File: src/rtl/tpu_pkg.sv
// Shared definitions for the TPU host sequencer: opcodes, instruction field layout,
// sequencer state encoding and the instruction builder.
package tpu_pkg;

  localparam int DATA_WIDTH  = 8;
  localparam int INSTR_WIDTH = 16;

  localparam logic [3:0] OP_NOP    = 4'd0;
  localparam logic [3:0] OP_LOAD_A = 4'd1;
  localparam logic [3:0] OP_LOAD_B = 4'd2;
  localparam logic [3:0] OP_RUN    = 4'd3;
  localparam logic [3:0] OP_READ   = 4'd4;

  localparam int OPC_MSB  = 15;
  localparam int OPC_LSB  = 12;
  localparam int ROW_MSB  = 11;
  localparam int ROW_LSB  = 10;
  localparam int COL_MSB  = 9;
  localparam int COL_LSB  = 8;
  localparam int DATA_MSB = 7;
  localparam int DATA_LSB = 0;

  typedef enum logic [2:0] {
    ST_IDLE     = 3'd0,
    ST_LOAD_A   = 3'd1,
    ST_LOAD_B   = 3'd2,
    ST_RUN      = 3'd3,
    ST_RD_ISSUE = 3'd4,
    ST_RD_WAIT  = 3'd5,
    ST_RD_OUT   = 3'd6
  } seq_state_t;

  // Flat element index maps onto row = idx[3:2], col = idx[1:0].
  function automatic logic [INSTR_WIDTH-1:0] make_instr(
    input logic [3:0]            op,
    input logic [3:0]            idx,
    input logic [DATA_WIDTH-1:0] data
  );
    logic [INSTR_WIDTH-1:0] word;
    word                    = '0;
    word[OPC_MSB:OPC_LSB]   = op;
    word[ROW_MSB:ROW_LSB]   = idx[3:2];
    word[COL_MSB:COL_LSB]   = idx[1:0];
    word[DATA_MSB:DATA_LSB] = data;
    return word;
  endfunction

endpackage

File: src/rtl/tpu_seq_result_buf.sv
// Single-entry result holding register: captures one TPU result byte and presents it
// on a valid/ready stream until the downstream accepts it.
module tpu_seq_result_buf
  import tpu_pkg::*;
(
  input  logic                  clk,
  input  logic                  rst,
  input  logic                  load,
  input  logic [DATA_WIDTH-1:0] load_data,
  input  logic                  ready,
  output logic [DATA_WIDTH-1:0] data,
  output logic                  valid,
  output logic                  fire
);

  logic [DATA_WIDTH-1:0] data_reg;
  logic                  valid_reg;

  assign data  = data_reg;
  assign valid = valid_reg;
  assign fire  = valid_reg & ready;

  always_ff @(posedge clk) begin
    if (rst) begin
      data_reg  <= '0;
      valid_reg <= 1'b0;
    end else if (load) begin
      data_reg  <= load_data;
      valid_reg <= 1'b1;
    end else if (fire) begin
      valid_reg <= 1'b0;
    end
  end

endmodule

File: src/rtl/tpu_host_sequencer.sv
// Host-side TPU driver: loads A/B operands, runs the core, then reads back 16 results.
// Optional macro TPU_SEQ_PERF_EN enables the per-job busy cycle counter on cycle_count.
module tpu_host_sequencer
  import tpu_pkg::*;
#(
  parameter int COMPUTE_CYCLES = 10,
  parameter int RD_LAT         = 1
) (
  input  logic                   clk,
  input  logic                   rst,
  input  logic                   start,
  output logic                   busy,
  output logic                   done,
  input  logic [DATA_WIDTH-1:0]  in_data,
  input  logic                   in_valid,
  output logic                   in_ready,
  output logic [INSTR_WIDTH-1:0] instruction,
  input  logic [DATA_WIDTH-1:0]  result,
  output logic [DATA_WIDTH-1:0]  out_data,
  output logic                   out_valid,
  input  logic                   out_ready,
  output logic [15:0]            cycle_count
);

  localparam int RUN_W  = (COMPUTE_CYCLES > 1) ? $clog2(COMPUTE_CYCLES) : 1;
  localparam int WAIT_W = $clog2(RD_LAT + 2);

  seq_state_t             state_reg;
  logic [3:0]             index_reg;
  logic [RUN_W-1:0]       run_cnt_reg;
  logic [WAIT_W-1:0]      wait_cnt_reg;
  logic [INSTR_WIDTH-1:0] instruction_reg;
  logic                   busy_reg;
  logic                   done_reg;
  logic                   in_ready_reg;
  logic                   last_index;
  logic                   capture;
  logic                   out_fire;

  assign last_index  = (index_reg == 4'd15);
  assign capture     = (state_reg == ST_RD_WAIT) && (wait_cnt_reg == WAIT_W'(RD_LAT));
  assign instruction = instruction_reg;
  assign busy        = busy_reg;
  assign done        = done_reg;
  assign in_ready    = in_ready_reg;

  tpu_seq_result_buf u_result_buf (
    .clk       (clk),
    .rst       (rst),
    .load      (capture),
    .load_data (result),
    .ready     (out_ready),
    .data      (out_data),
    .valid     (out_valid),
    .fire      (out_fire)
  );

  always_ff @(posedge clk) begin
    if (rst) begin
      state_reg       <= ST_IDLE;
      index_reg       <= 4'd0;
      run_cnt_reg     <= '0;
      wait_cnt_reg    <= '0;
      instruction_reg <= '0;
      busy_reg        <= 1'b0;
      done_reg        <= 1'b0;
      in_ready_reg    <= 1'b0;
    end else begin
      done_reg        <= 1'b0;
      instruction_reg <= make_instr(OP_NOP, 4'd0, '0);
      case (state_reg)
        ST_IDLE: begin
          if (start) begin
            state_reg    <= ST_LOAD_A;
            index_reg    <= 4'd0;
            busy_reg     <= 1'b1;
            in_ready_reg <= 1'b1;
          end
        end
        ST_LOAD_A: begin
          if (in_valid && in_ready_reg) begin
            instruction_reg <= make_instr(OP_LOAD_A, index_reg, in_data);
            index_reg       <= last_index ? 4'd0 : index_reg + 4'd1;
            if (last_index) state_reg <= ST_LOAD_B;
          end
        end
        ST_LOAD_B: begin
          if (in_valid && in_ready_reg) begin
            instruction_reg <= make_instr(OP_LOAD_B, index_reg, in_data);
            index_reg       <= last_index ? 4'd0 : index_reg + 4'd1;
            if (last_index) begin
              state_reg    <= ST_RUN;
              in_ready_reg <= 1'b0;
              run_cnt_reg  <= '0;
            end
          end
        end
        ST_RUN: begin
          // Each RUN-state edge issues RUN, so the word is held for exactly COMPUTE_CYCLES.
          instruction_reg <= make_instr(OP_RUN, 4'd0, '0);
          if (run_cnt_reg == RUN_W'(COMPUTE_CYCLES - 1)) begin
            state_reg   <= ST_RD_ISSUE;
            index_reg   <= 4'd0;
            run_cnt_reg <= '0;
          end else begin
            run_cnt_reg <= run_cnt_reg + 1'b1;
          end
        end
        ST_RD_ISSUE: begin
          instruction_reg <= make_instr(OP_READ, index_reg, '0);
          state_reg       <= ST_RD_WAIT;
          wait_cnt_reg    <= '0;
        end
        ST_RD_WAIT: begin
          if (capture) begin
            state_reg <= ST_RD_OUT;
          end else begin
            wait_cnt_reg <= wait_cnt_reg + 1'b1;
          end
        end
        ST_RD_OUT: begin
          if (out_fire) begin
            if (last_index) begin
              state_reg    <= ST_IDLE;
              index_reg    <= 4'd0;
              busy_reg     <= 1'b0;
              done_reg     <= 1'b1;
            end else begin
              index_reg <= index_reg + 4'd1;
              state_reg <= ST_RD_ISSUE;
            end
          end
        end
        default: begin
          state_reg    <= ST_IDLE;
          busy_reg     <= 1'b0;
          in_ready_reg <= 1'b0;
        end
      endcase
    end
  end

`ifdef TPU_SEQ_PERF_EN
  logic [15:0] cycle_count_reg;

  // Cleared on start accept; busy drops on the done edge so the value freezes there.
  always_ff @(posedge clk) begin
    if (rst) begin
      cycle_count_reg <= 16'd0;
    end else if (state_reg == ST_IDLE && start) begin
      cycle_count_reg <= 16'd0;
    end else if (busy_reg && cycle_count_reg != 16'hFFFF) begin
      cycle_count_reg <= cycle_count_reg + 16'd1;
    end
  end

  assign cycle_count = cycle_count_reg;
`else
  assign cycle_count = 16'd0;
`endif

endmodule
File: config.mk
export PLATFORM = sky130hd
export DESIGN_NAME = tpu_host_sequencer
export DESIGN_NICKNAME = d
export VERILOG_FILES = /design/src/rtl/tpu_pkg.sv /design/src/rtl/tpu_seq_result_buf.sv /design/src/rtl/tpu_host_sequencer.sv
export SDC_FILE = /design/constraint.sdc
export NUM_CORES = 1
export LEC_CHECK = 0
export CAP_MARGIN = 20
export CORE_ASPECT_RATIO = 1.25
export CORE_UTILIZATION = 40
export CTS_CLUSTER_SIZE = 10
export DETAILED_ROUTE_END_ITERATION = 16
export GPL_TIMING_DRIVEN = 1
export PLACE_DENSITY = 0.75
export SLEW_MARGIN = 5
export SYNTH_ARGS = -nofsm -noshare
export SYNTH_HDL_FRONTEND = slang
export SYNTH_SLANG_ARGS = --single-unit
File: constraint.sdc
create_clock -name clk -period 1.5 [get_ports clk]
set_input_delay 0.3 -clock clk [delete_from_list [all_inputs] [get_ports clk]]
set_output_delay 0.3 -clock clk [all_outputs]
set_load 0.005 [all_outputs]
# --- After elaboration in Yosys (flattened, before gate mapping) ---
# Cells that the tools add are included.
totals:
  wordCells: 89
  inputBits: 21
  ff_bits: 41
classes:
  mux: 34
  n_eq_ne: 20
  reduce_logical: 17
  n_bitwise: 5
  n_addsub: 3
ops:
  columns: ["op", "count"]
  rows:
  - ["$pmux 15 s4", 1]
  - ["$mux 4", 8]
  - ["$mux 3", 9]
  - ["$pmux 3 s7", 1]
  - ["$ne 2x2->1 const B", 10]
  - ["$pmux 4 s4", 1]
  - ["$mux 14", 1]
  - ["$mux 13", 1]
  - ["$reduce_or 5->1", 2]
  - ["$eq 3x3->1 const B", 3]
  - ["$add 4x1->4 const B", 2]
  - ["$eq 4x4->1 const B", 2]
  - ["$pmux 4 s2", 1]
  - ["$reduce_and 4->1", 2]
  - ["$reduce_and 8->1", 1]
  - ["$mux 1", 7]
  - ["$eq 3x2->1 const B", 2]
  - ["$pmux 1 s3", 2]
  - ["$reduce_bool 2->1", 3]
  - ["$reduce_and 5->1", 1]
  - ["$not 1->1", 4]
  - ["$pmux 2 s2", 1]
  - ["$reduce_bool 4->1", 1]
  - ["$eq 3x1->1 const B", 1]
  - ["other kinds (11)", 12]

# --- Longest topological paths before layout ---
depth:
  ltp_word: 4
  ltp_mapped: 6
  mapped_depth_nobuf: 6

# --- Hierarchy ---
# From an unflattened synthesis, not the netlist that was laid out.
hier_totals:
  hier_cells: 210
  hier_area_um2: 1944.4
by_module_without_submodules:
  columns: ["module", "area_each_um2", "cells_per_inst", "seq_area_each_um2", "instances"]
  rows:
  - ["tpu_host_sequencer", 1616.6, 179, 620.6, 1]
  - ["tpu_seq_result_buf", 327.8, 31, 180.2, 1]

# --- Least setup slack after synthesis ---
# No wires, ideal clock.
synth_timing:
  path_type: "reg-to-reg"
  from: "register index_reg[0]"
  to: "register state_reg[0]"
  path_slack_ns: -0.090
  setup_ns: 0.072
  t_arrival_ns: 1.518
  path_buffers: 1
  path_stages_with_launch: 7
  path_cell_list: "dfxtp_1 > ha_1 > and3_1 > clkbuf_1 > nand4_1 > a221oi_2 > mux2i_1"
synth_between:
  elab_chain_len: 3
  elab_cells_between_ends: 4
synth_lines:
  columns: ["element", "line", "text"]
  rows:
  - ["start: declaration", "tpu_host_sequencer.sv:29", "logic [3:0] index_reg;"]
  - ["start signal: assignment", "tpu_host_sequencer.sv:83", "index_reg <= last_index ? 4'd0 : index_reg + 4'd1;"]
  - ["start signal: assignment", "tpu_host_sequencer.sv:90", "index_reg <= last_index ? 4'd0 : index_reg + 4'd1;"]
  - ["start signal: assignment", "tpu_host_sequencer.sv:129", "index_reg <= index_reg + 4'd1;"]
  - ["$eq 4x4->1 *", "tpu_host_sequencer.sv:40", "assign last_index = (index_reg == 4'd15);"]
  - ["$ne 2x2->1 (no line)", null, null]
  - ["$reduce_and 8->1 (no line) *", null, null]
  - ["end signal: assignment", "tpu_host_sequencer.sv:60", "state_reg <= ST_IDLE;"]
  - ["end signal: assignment", "tpu_host_sequencer.sv:74", "state_reg <= ST_LOAD_A;"]
  - ["end signal: assignment", "tpu_host_sequencer.sv:84", "if (last_index) state_reg <= ST_LOAD_B;"]
  - ["end: declaration", "tpu_host_sequencer.sv:28", "seq_state_t state_reg;"]
# Mark *: on every way between the ends. The rest lies on a longest branch, timed or not.
# A chain may end at the register's enable or synchronous reset.

# --- Worst setup path in the final report ---
layout_timing:
  from: "register state_reg[1]"
  to: "register index_reg[2]"
layout_between:
  elab_chain_len: 4
  elab_cells_between_ends: 13
layout_lines:
  columns: ["element", "line", "text"]
  rows:
  - ["$eq 3x2->1 or $eq 3x1->1 (tied branches)", "tpu_host_sequencer.sv:71", "case (state_reg)"]
  - ["$reduce_or 2->1 (no line)", null, null]
  - ["$ne 2x1->1 (no line) or $reduce_bool 4->1 (tied branches)", null, null]
  - ["$reduce_and 5->1 (no line)", null, null]
# Parallel ways exist; a longest one is shown, timed or not.

==> impl_metrics.toml <==
[outcome]
outcome = "finished with violations"
violations = "setup timing"

[synth]
yosysTopAreaCellShare_pct = 42.5
yosys.area.top_type = "dfxtp_1"
synth.area.top_cells = "dfxtp_1 42%, buf_4 7.2%, nand2_1 5.2%"
synth-async-reset-ratio_pct = 0
synth_cells = 214
yosysWarnings = 0
seq_area_frac_synth_pct = 42.5
synth_ff_type = "dfxtp_1"
synth-seq-cells = 40
synth-edff-count = 0
ys_types = 50
syn_area_per_cell_um2 = 8.81
syn-cell-area_um2 = 1880

[cells_and_area]
layout_commonest_cell = "clkdlybuf4s50_1"
fin_area_um2 = 2890
mostFrequentLayoutCells = "47 x clkdlybuf4s50_1, 39 x buf_4, 32 x dfxtp_1, 26 x nand2_1, 17 x conb_1"
diodes = 0
utilization_pct = 64.8
num-fill-cells = 357
largest_reg_flops = 15
syn_to_final_growth_pct = 53.3
layout-drive-gt1-share_pct = 27.1
final_nets = 323

[route]
avgViaCountPerCell = 4.96
wirelength_mm = 4.61
wire_per_inst_um = 12.9
first_pass_iters = 4
detail-route-antenna-nets = 0
drtIter0Drc = 112
drc = 0
num_vias = 1771

[die]
dieArea_um2 = 4990
rows = 27
core_um2 = 4460
initial_core_util_pct = 42.3
die_width_um = 63.4
io_pins = 65
fp.dieH_um = 78.7

[critical_path]
critPathTopFamily = "simple AND/OR/NAND/NOR gates"
critPathKind = "reg2reg"
crit_path_max_fanout = 7
r2r_slack_ps = -120
startpoint_type = "register"
cpPeakStageDelay_ps = 480
cp_num_buf_inv = 0
crit_arrival_ps = 1820
crit_required_ps = 1700
slowest_stage = "or4b_4"
end_kind = "register"
path_cells = "or3b_4 > and2_4 > or4b_4 > o32ai_2"

[clocking]
cts_sinks = 40
cts_tree = "yes"
cts_max_level = 2
cts_made_buffers = 5
clock_latency_ps = 290
cts_root_buffer = "clkbuf_8"
clock_path_buffers = 2
clk_pin_slew_ps = 70

[timing]
rsz0062_at_grt = "true"
skew_ps = 4.18
hold_viol_final = 0
hold_ws_ps = 452
timing.final.ws_setup_ps = -121
fin_crit_sh_pct = 108
report.final.slew_viol_count = 0
post-route-min-period_ps = 1620
fmax_mhz = 617
setup_viol = 7

[worst_hold_path]
min_path_type = "reg2reg"

[global_routing]
grt_antenna_before_repair = 0
grt_pass1_wl_mm = 7.69
grt_pass1_vias = 1722
grt_use_total_pct = 19.5
grt_max_degree = 19
grt_overflow = 0

[power_and_ir_drop]
power_density_nw_per_um2 = 1200
peakVddDrop_mv = 0.596
seqPwrFrac_pct = 34.9
p_leak_nw = 1.12
p_int_w = 0.00238
power_w = 0.00345
p_sw_share_pct = 31.2
p_clk_share_pct = 24.6
combPwrFrac_pct = 40.5
p_sw_w = 0.00108

[placed_design]
routabilityCongestion = 0.865
placed_area_um2 = 2560
dp_hpwl_mm = 3.11
portBuffers = 47

[flow_run]
max_cap_viol_count = 0
==> tightest hold or removal path, cell delays in order (launching register included) <==
cell     delay [ps]
dfxtp_1         310
nand2_1          50
a21oi_1          50
==> cell usage after synthesis (2+ instances only) <==
| library cell | count |
|---|---|
| or2b_1 | 4 |
| a2111oi_0 | 4 |
| a21oi_1 | 17 |
| a31oi_1 | 3 |
| nor2_1 | 9 |
| buf_2 | 2 |
| inv_1 | 6 |
| mux2i_1 | 3 |
| buf_4 | 18 |
| dfxtp_1 | 40 |
| a211oi_1 | 2 |
| o32ai_1 | 2 |
| clkbuf_1 | 5 |
| a311oi_1 | 4 |
| nand2_1 | 26 |
| or3_1 | 2 |
| nor3_1 | 3 |
| o21ai_0 | 3 |
| and3_1 | 3 |
| nand3_1 | 4 |
| inv_2 | 2 |
| ha_1 | 4 |
| nand2b_1 | 8 |
| and2_1 | 14 |
==> per-layer routing <==
metal  track usage, %  share of wire [%]
met2             36.6                 53
met3             3.45                4.3
met4             9.77                2.3
met5                0                  0
met1             20.5                 40
==> logic make-up (layout without fill, tap and decap cells) <==
group | after synthesis | count (layout) | share of synthesized area, %
fa+ha+maj | 4 | 4 | 2.66
other cells | 1 | 17 | 0.199
compound gates | 47 | 47 | 17.5
mux | 3 | 3 | 1.59
xor+xnor | 1 | 1 | 0.465
flops | 40 | 40 | 42.5
simple gates | 83 | 83 | 24.0
buf+inv | 35 | 104 | 11.1
==> final cells by class <==
cell class                      count  area, um^2  share of cell area, %
Clock buffer                        6        72.6                   2.51
Sequential cell                    40         818                   28.3
Multi-Input combinational cell    155        1070                   37.2
Timing Repair Buffer               88         786                   27.2
Tap cell                           58        72.6                   2.51
Inverter                            8        30.0                   1.04
Clock inverter                      2        35.0                   1.21
==> metrics by stage <==
stage | TNS, ps | worst slack (ps) | instances
2_1_floorplan | -40.4 | -21.3 | 230
3_3_place_gp | -4330 | -319 | 341
3_5_place_dp | -4800 | -442 | 341
4_1_cts | -146 | -90.0 | 354
5_1_grt | -1060 | -157 | 357
6_report | -365 | -121 | 357
==> final timing paths <==
| check | cells after the start | startpoint | to |
|---|---|---|---|
| max | 4 | state_reg[1] | index_reg[2] |
| min | 2 | u_result_buf.data[3] | u_result_buf.data[3] |
| max reg2reg | 4 | state_reg[1] | index_reg[2] |
| min reg2reg | 2 | u_result_buf.data[3] | u_result_buf.data[3] |
==> power by group through the flow <==
stage | Combinational, W | Clock [W] | Sequential (W)
6_report | 0.00140 | 0.000849 | 0.00121
5_1_grt | 0.00150 | 0.000934 | 0.00121
2_1_floorplan | 0.000659 | 0 | 0.00120
3_5_place_dp | 0.00104 | 0 | 0.00122
3_3_place_gp | 0.00102 | 0 | 0.00122
4_1_cts | 0.00124 | 0.000872 | 0.00120
==> timing repair <==
| action | 4_1_cts | 5_1_grt |
|---|---|---|
| setup buffers | 5 | 3 |
| gates resized for setup | 23 | 12 |
| endpoints found under the setup margin | 14 | 16 |
| gates cloned | 0 | 0 |
| pin swaps | 8 | 5 |
| hold buffers | 0 | 0 |
No activity file was read; power rests on OpenSTA's default activity.
